$ cat src/rtl/calc_disp_pkg.sv
// Shared definitions for the calculator display stage: segment patterns,
// decimal-digit segment lookup, converter FSM states and flag bit positions.
package calc_disp_pkg;

  // Segment order is {a,b,c,d,e,f,g}, active-low.
  localparam logic [6:0] SEG_BLANK = 7'b1111111;
  localparam logic [6:0] SEG_MINUS = 7'b1111110;

  // Bit positions of the flags within the {Z,C,N,O} bus.
  localparam int FLAG_Z = 3;
  localparam int FLAG_C = 2;
  localparam int FLAG_N = 1;
  localparam int FLAG_O = 0;

  typedef enum logic {
    ST_IDLE = 1'b0,
    ST_CONV = 1'b1
  } state_t;

  // Active-low 7-segment pattern for one BCD digit; non-decimal codes blank.
  function automatic logic [6:0] seg7(input logic [3:0] d);
    logic [6:0] s;
    case (d)
      4'd0:    s = 7'b0000001;
      4'd1:    s = 7'b1001111;
      4'd2:    s = 7'b0010010;
      4'd3:    s = 7'b0000110;
      4'd4:    s = 7'b1001100;
      4'd5:    s = 7'b0100100;
      4'd6:    s = 7'b0100000;
      4'd7:    s = 7'b0001111;
      4'd8:    s = 7'b0000000;
      4'd9:    s = 7'b0000100;
      default: s = SEG_BLANK;
    endcase
    return s;
  endfunction

endpackage

$ cat src/rtl/bin_to_bcd_seq.sv
// Sequential binary-to-BCD converter (shift-add-3). One bit is consumed per
// clock; a conversion takes exactly M cycles after start. done is high during
// the final step and bcd then carries the finished result, so a consumer can
// latch it on the same edge on which busy drops.
module bin_to_bcd_seq
  import calc_disp_pkg::*;
#(
  parameter int M    = 4,
  parameter int NDIG = 3
) (
  input  logic              clk,
  input  logic              rst,
  input  logic              start,
  input  logic [M-1:0]      bin,
  output logic              busy,
  output logic              done,
  output logic [NDIG*4-1:0] bcd
);

  localparam int BW = NDIG * 4;
  localparam int CW = (M > 1) ? $clog2(M) : 1;

  state_t          r_state;
  state_t          w_state_next;
  logic [M-1:0]    r_bin;
  logic [BW-1:0]   r_bcd;
  logic [CW-1:0]   r_step;
  logic [BW-1:0]   w_adj;
  logic [BW-1:0]   w_shifted;
  logic            w_last;

  // Add 3 to every digit that is 5 or more before the shift.
  generate
    for (genvar gi = 0; gi < NDIG; gi++) begin : g_adj
      assign w_adj[gi*4 +: 4] = (r_bcd[gi*4 +: 4] >= 4'd5) ? (r_bcd[gi*4 +: 4] + 4'd3)
                                                             : r_bcd[gi*4 +: 4];
    end
  endgenerate

  assign w_shifted = {w_adj[BW-2:0], r_bin[M-1]};
  assign w_last    = (r_state == ST_CONV) && (r_step == CW'(M - 1));

  // Next-state logic: IDLE waits for start, CONV runs for M steps.
  always_comb begin
    w_state_next = r_state;
    case (r_state)
      ST_IDLE: if (start)  w_state_next = ST_CONV;
      ST_CONV: if (w_last) w_state_next = ST_IDLE;
      default: w_state_next = ST_IDLE;
    endcase
  end

  // State register plus the shift/accumulate datapath.
  always_ff @(posedge clk) begin
    if (rst) begin
      r_state <= ST_IDLE;
      r_bin   <= '0;
      r_bcd   <= '0;
      r_step  <= '0;
    end else begin
      r_state <= w_state_next;
      case (r_state)
        ST_IDLE: begin
          if (start) begin
            r_bin  <= bin;
            r_bcd  <= '0;
            r_step <= '0;
          end
        end
        ST_CONV: begin
          r_bin  <= {r_bin[M-2:0], 1'b0};
          r_bcd  <= w_shifted;
          r_step <= r_step + CW'(1);
        end
        default: ;
      endcase
    end
  end

  assign busy = (r_state == ST_CONV);
  assign done = w_last;
  assign bcd  = w_shifted;

endmodule

$ cat src/rtl/calc_display_scan.sv
// Calculator display stage: latches an ALU result, converts it to BCD and
// scans it onto a multiplexed 7-segment display with a sign digit on top.
// Optional build macro: LEADING_ZERO_BLANK_EN blanks leading decimal zeros.
module calc_display_scan
  import calc_disp_pkg::*;
#(
  parameter int M           = 4,
  parameter int DIGITS      = 4,
  parameter int REFRESH_DIV = 50000
) (
  input  logic              clk,
  input  logic              rst,
  input  logic              load,
  input  logic [M-1:0]      value,
  input  logic              sign,
  input  logic [3:0]        flags,
  output logic              busy,
  output logic [6:0]        seg,
  output logic [DIGITS-1:0] an,
  output logic [3:0]        led
);

  localparam int NDIG = DIGITS - 1;
  localparam int BW   = NDIG * 4;
  localparam int IW   = (DIGITS > 1) ? $clog2(DIGITS) : 1;
  localparam int CNTW = (REFRESH_DIV > 1) ? $clog2(REFRESH_DIV) : 1;

  logic              w_busy;
  logic              w_done;
  logic              w_start;
  logic [BW-1:0]     w_bcd;
  logic              r_sign_cap;
  logic [3:0]        r_flags_cap;
  logic [BW-1:0]     r_bcd_disp;
  logic              r_sign_disp;
  logic [3:0]        r_led;
  logic [CNTW-1:0]   r_cnt;
  logic [IW-1:0]     r_idx;
  logic [6:0]        r_seg;
  logic [DIGITS-1:0] r_an;
  logic              w_wrap;
  logic [DIGITS-1:0] w_an_sel;
  logic [6:0]        w_slot_seg [DIGITS];

  // A load is only honoured while the converter is idle.
  assign w_start = load && !w_busy;

  bin_to_bcd_seq #(
    .M    (M),
    .NDIG (NDIG)
  ) u_conv (
    .clk   (clk),
    .rst   (rst),
    .start (w_start),
    .bin   (value),
    .busy  (w_busy),
    .done  (w_done),
    .bcd   (w_bcd)
  );

  // Capture sign/flags at load; publish digits, sign and LEDs together at the end.
  always_ff @(posedge clk) begin
    if (rst) begin
      r_sign_cap  <= 1'b0;
      r_flags_cap <= '0;
      r_bcd_disp  <= '0;
      r_sign_disp <= 1'b0;
      r_led       <= '0;
    end else begin
      if (w_start) begin
        r_sign_cap  <= sign;
        r_flags_cap <= flags;
      end
      if (w_done) begin
        r_bcd_disp  <= w_bcd;
        r_sign_disp <= r_sign_cap;
        r_led       <= {r_flags_cap[FLAG_Z], r_flags_cap[FLAG_C],
                        r_flags_cap[FLAG_N], r_flags_cap[FLAG_O]};
      end
    end
  end

  // Segment pattern for every slot; decimal digits below, sign digit on top.
  generate
    for (genvar gi = 0; gi < NDIG; gi++) begin : g_slot
`ifdef LEADING_ZERO_BLANK_EN
      if (gi == 0) begin : g_units
        assign w_slot_seg[gi] = seg7(r_bcd_disp[3:0]);
      end else begin : g_upper
        // Blank when this digit and all above it are zero.
        assign w_slot_seg[gi] = (|r_bcd_disp[BW-1:gi*4]) ? seg7(r_bcd_disp[gi*4 +: 4])
                                                         : SEG_BLANK;
      end
`else
      assign w_slot_seg[gi] = seg7(r_bcd_disp[gi*4 +: 4]);
`endif
    end
  endgenerate

  assign w_slot_seg[NDIG] = r_sign_disp ? SEG_MINUS : SEG_BLANK;

  assign w_wrap   = (r_cnt == CNTW'(REFRESH_DIV - 1));
  assign w_an_sel = ~({{(DIGITS-1){1'b0}}, 1'b1} << r_idx);

  // Refresh counter and scan index; an/seg are registered together on each wrap.
  always_ff @(posedge clk) begin
    if (rst) begin
      r_cnt <= '0;
      r_idx <= '0;
      r_an  <= '1;
      r_seg <= SEG_BLANK;
    end else if (w_wrap) begin
      r_cnt <= '0;
      r_an  <= w_an_sel;
      r_seg <= w_slot_seg[r_idx];
      r_idx <= (r_idx == IW'(DIGITS - 1)) ? '0 : r_idx + IW'(1);
    end else begin
      r_cnt <= r_cnt + CNTW'(1);
    end
  end

`ifndef SYNTHESIS
  // Digits published to the display must always be decimal.
  generate
    for (genvar gi = 0; gi < NDIG; gi++) begin : g_chk
      always_ff @(posedge clk) begin
        if (!rst) assert (r_bcd_disp[gi*4 +: 4] <= 4'd9);
      end
    end
  endgenerate
`endif

  assign busy = w_busy;
  assign seg  = r_seg;
  assign an   = r_an;
  assign led  = r_led;

endmodule

$ cat config.mk
export PLATFORM = sky130hd
export DESIGN_NAME = calc_display_scan
export DESIGN_NICKNAME = d
export VERILOG_FILES = /design/src/rtl/calc_disp_pkg.sv /design/src/rtl/bin_to_bcd_seq.sv /design/src/rtl/calc_display_scan.sv
export SDC_FILE = /design/constraint.sdc
export NUM_CORES = 1
export LEC_CHECK = 0
export CORE_AREA = 3 3 116 118
export DETAILED_ROUTE_END_ITERATION = 12
export DIE_AREA = 0 0 119 121
export PLACE_DENSITY_LB_ADDON = 0.1
export REMOVE_ABC_BUFFERS = 1
export SKIP_LAST_GASP = 1
export SYNTH_ARGS = -nofsm -noshare
export SYNTH_HDL_FRONTEND = slang
export SYNTH_SLANG_ARGS = --single-unit
export TNS_END_PERCENT = 10
$ cat constraint.sdc
create_clock -name clk -period 4.3 [get_ports clk]
set_clock_uncertainty 0.05 [all_clocks]
set_input_delay 1.075 -clock clk [delete_from_list [all_inputs] [get_ports clk]]
set_output_delay 1.075 -clock clk [all_outputs]
set_load 0.01 [all_outputs]
==> flow_metrics.env <==
export IMPL_antenna_found_initial=0
export IMPL_avgRoutedWirePerCell_um=13.4
export IMPL_cts_num_sinks=91
export IMPL_critPathMaxFanout=14
export IMPL_drcViolationCount=0
export IMPL_portBuffers=27
export IMPL_power_density_nw_per_um2=349
export IMPL_tns_ns=0
export IMPL_yosys_warnings=0
export IMPL_ant_nets=0
export IMPL_cts_tree="yes"
export IMPL_vias_per_cell=4.96
export IMPL_holdWs_ns=0.410
export IMPL_cp_start_kind="primary input"
export IMPL_drv_slew=0
export IMPL_period_needed_ns=3.31
export IMPL_netlist_instances=504
export IMPL_cp_arrival_ns=3.49
export IMPL_placementRows=41
export IMPL_drv_cap=0
export IMPL_dpl_hpwl_um=6840
export IMPL_worst_setup_path_type="in2reg"
export IMPL_clk_latency_ns=0.34
export IMPL_final_common_cell="dfxtp_1"
export IMPL_fin_ws_ns=0.985
export IMPL_hp_class="reg2reg"
export IMPL_top_usage_layer="met2"
export IMPL_yosysTopAreaCellShare_pct=41.7
export IMPL_fp_dieH_um=121
export IMPL_synthArstFlopShare_pct=0
export IMPL_synth_seq_area_share_pct=41.7
export IMPL_start_util_pct=34.8
export IMPL_end_kind="flop"
export IMPL_dpl_worst_slack_ns=0.608
export IMPL_cts_root_buf="clkbuf_16"
export IMPL_setup_viol=0
export IMPL_fmax_ghz=0.302
export IMPL_path_clk_slew_ns=0.07
export IMPL_grt_pass1_wl_um=16000
export IMPL_grt_use_total_pct=13.8
export IMPL_final_hold_viol_count=0
export IMPL_clockBufferDepth=2
export IMPL_grt_max_degree=30
export IMPL_synth_cell_types=52
export IMPL_cts_buffers=9
export IMPL_pin_count=28
export IMPL_ys_ff_latch=91
export IMPL_dr_pass1_iters=4
export IMPL_avgSynthCellArea_um2=8.67
export IMPL_grt_use_met1_pct=18.1
export IMPL_synth_area_leader_cell="dfxtp_1"
export IMPL_nets=563
export IMPL_synth_cell_area_um2=4370
export IMPL_htree_levels=3
export IMPL_grt_pass1_vias=3302
export IMPL_post_cts_resized=0
export IMPL_drive_gt1_share_pct=6.99
export IMPL_status="finished clean"
export IMPL_fp_dieW_um=119
export IMPL_period_share_pct=77.1
export IMPL_use_met3_pct=4.34
export IMPL_worstMarginPinSlew_ns=0.811
export IMPL_mostFrequentLayoutCells="dfxtp_1, nor2_1, nand2_1, inv_1"
export IMPL_gp_congestion=0.808
export IMPL_synth_area_leaders="dfxtp_1, ha_1, nor2_1, mux2i_1, a21oi_1"
export IMPL_rsz0062_at_grt="no"
export IMPL_p_leak_nw=1.99
export IMPL_power_total_mw=1.79
export IMPL_vias=3477
export IMPL_use_met2_pct=21.9
export IMPL_wirelength_um=9430
export IMPL_gr_total_overflow=0
export IMPL_synth_edf_count=0
export IMPL_drt_iter0_drc=224
export IMPL_slew_limit_headroom_pct=45.9
export IMPL_peakVddDrop_mv=0.223
export IMPL_n_antenna_cell=0
export IMPL_cp_required_ns=4.47
export IMPL_fp_coreArea_um2=12600
export IMPL_ys_flop_type="dfxtp_1"
export IMPL_die_area_um2=14400
export IMPL_area_growth_pct=17.5
export IMPL_cts_setup_buffers=0
export IMPL_fill_cells=1299
export IMPL_cts_hold_buf=0
[worst paths after layout]
| path | start | to | slack (ns) | cells past startpoint |
|---|---|---|---|---|
| worst max-delay path | rst | w_slot_seg[12] | 0.99 | 9 |
| worst min-delay path | an[0] | an[0] | 0.41 | 1 |
| worst max register to register | u_conv.r_bcd[0] | w_slot_seg[16] | 1.51 | 10 |
| worst min register to register | an[0] | an[0] | 0.41 | 1 |
[synthesized netlist by cell type, types with 3 or more instances]
library cell	number
xor2_1	6
a211o_1	11
a22o_1	5
mux2i_1	14
nand3b_1	3
a31oi_1	3
ha_1	27
clkbuf_1	21
o22ai_1	11
o211ai_1	3
a22oi_1	5
inv_1	31
nand2_1	32
nor2_1	69
nand2b_1	4
xnor2_1	14
a21oi_1	27
nor2b_1	4
a211oi_1	9
nand4_1	4
and2_1	7
mux2_2	7
and3b_1	3
nor4_1	3
o31ai_1	5
dfxtp_1	91
nor3_1	17
o21ai_0	25
nand3_1	9
and3_1	3
[where the power goes]
group          internal (mW)  switching (mW)  total, mW
registers              0.852         0.00805      0.860
clock network          0.530           0.338      0.868
logic                 0.0267          0.0351     0.0618
[through the flow]
stage | area [um^2] | util, % | std cells
3_3_place_gp | 4800 | 38.2 | 685
3_5_place_dp | 4800 | 38.2 | 685
5_1_grt | 5130 | 40.8 | 701
6_report | 5130 | 40.8 | 701
4_1_cts | 5130 | 40.8 | 701
2_1_floorplan | 4250 | - | 477
[routing by layer]
metal  vias to the layer above  routed length (um)  share of wire [%]
met5                         -                   0                  0
met3                         6                 413                4.4
met1                      1598                4770                 51
li1                       1808                   -                  -
met4                         0                  78               0.83
met2                        65                4160                 44
[worst max-delay path, stage by stage]
cell and delay (ns):
clkdlybuf4s50_1 0.46, buf_4 0.22, and3b_1 0.56, o21ai_0 0.28
nand2_1 0.18, inv_1 0.10, ha_1 0.32, o22ai_1 0.18
o21ai_0 0.11
[area by class of cell]
type                    count  area, um^2  share of cell area (%)
repair buffers             36         338                    6.58
inverters                  31         116                    2.27
clock inverters             6        93.8                    1.83
clock buffers              10         239                    4.66
flip-flops and latches     91        1820                    35.5
multi-input cells         355        2310                    45.0
well taps                 172         215                    4.19
[cells by family after synthesis]
kind of cell	synth area share, %
mux	5.01
buf+inv	5.47
flops	41.7
xor+xnor	4.01
fa+ha+maj	7.73
compound gates	17.9
simple gates	18.2
[registers in the layout (all words and copies together), names as in the netlist, 4 cells and up]
register	cells
w_slot_seg	21
r_cnt	16
u_conv.r_bcd	12
seg	7
r_bcd_disp	12
an	4
u_conv.r_bin	4
led	4
r_flags_cap	4
No activity file was read; power rests on OpenSTA's default activity.
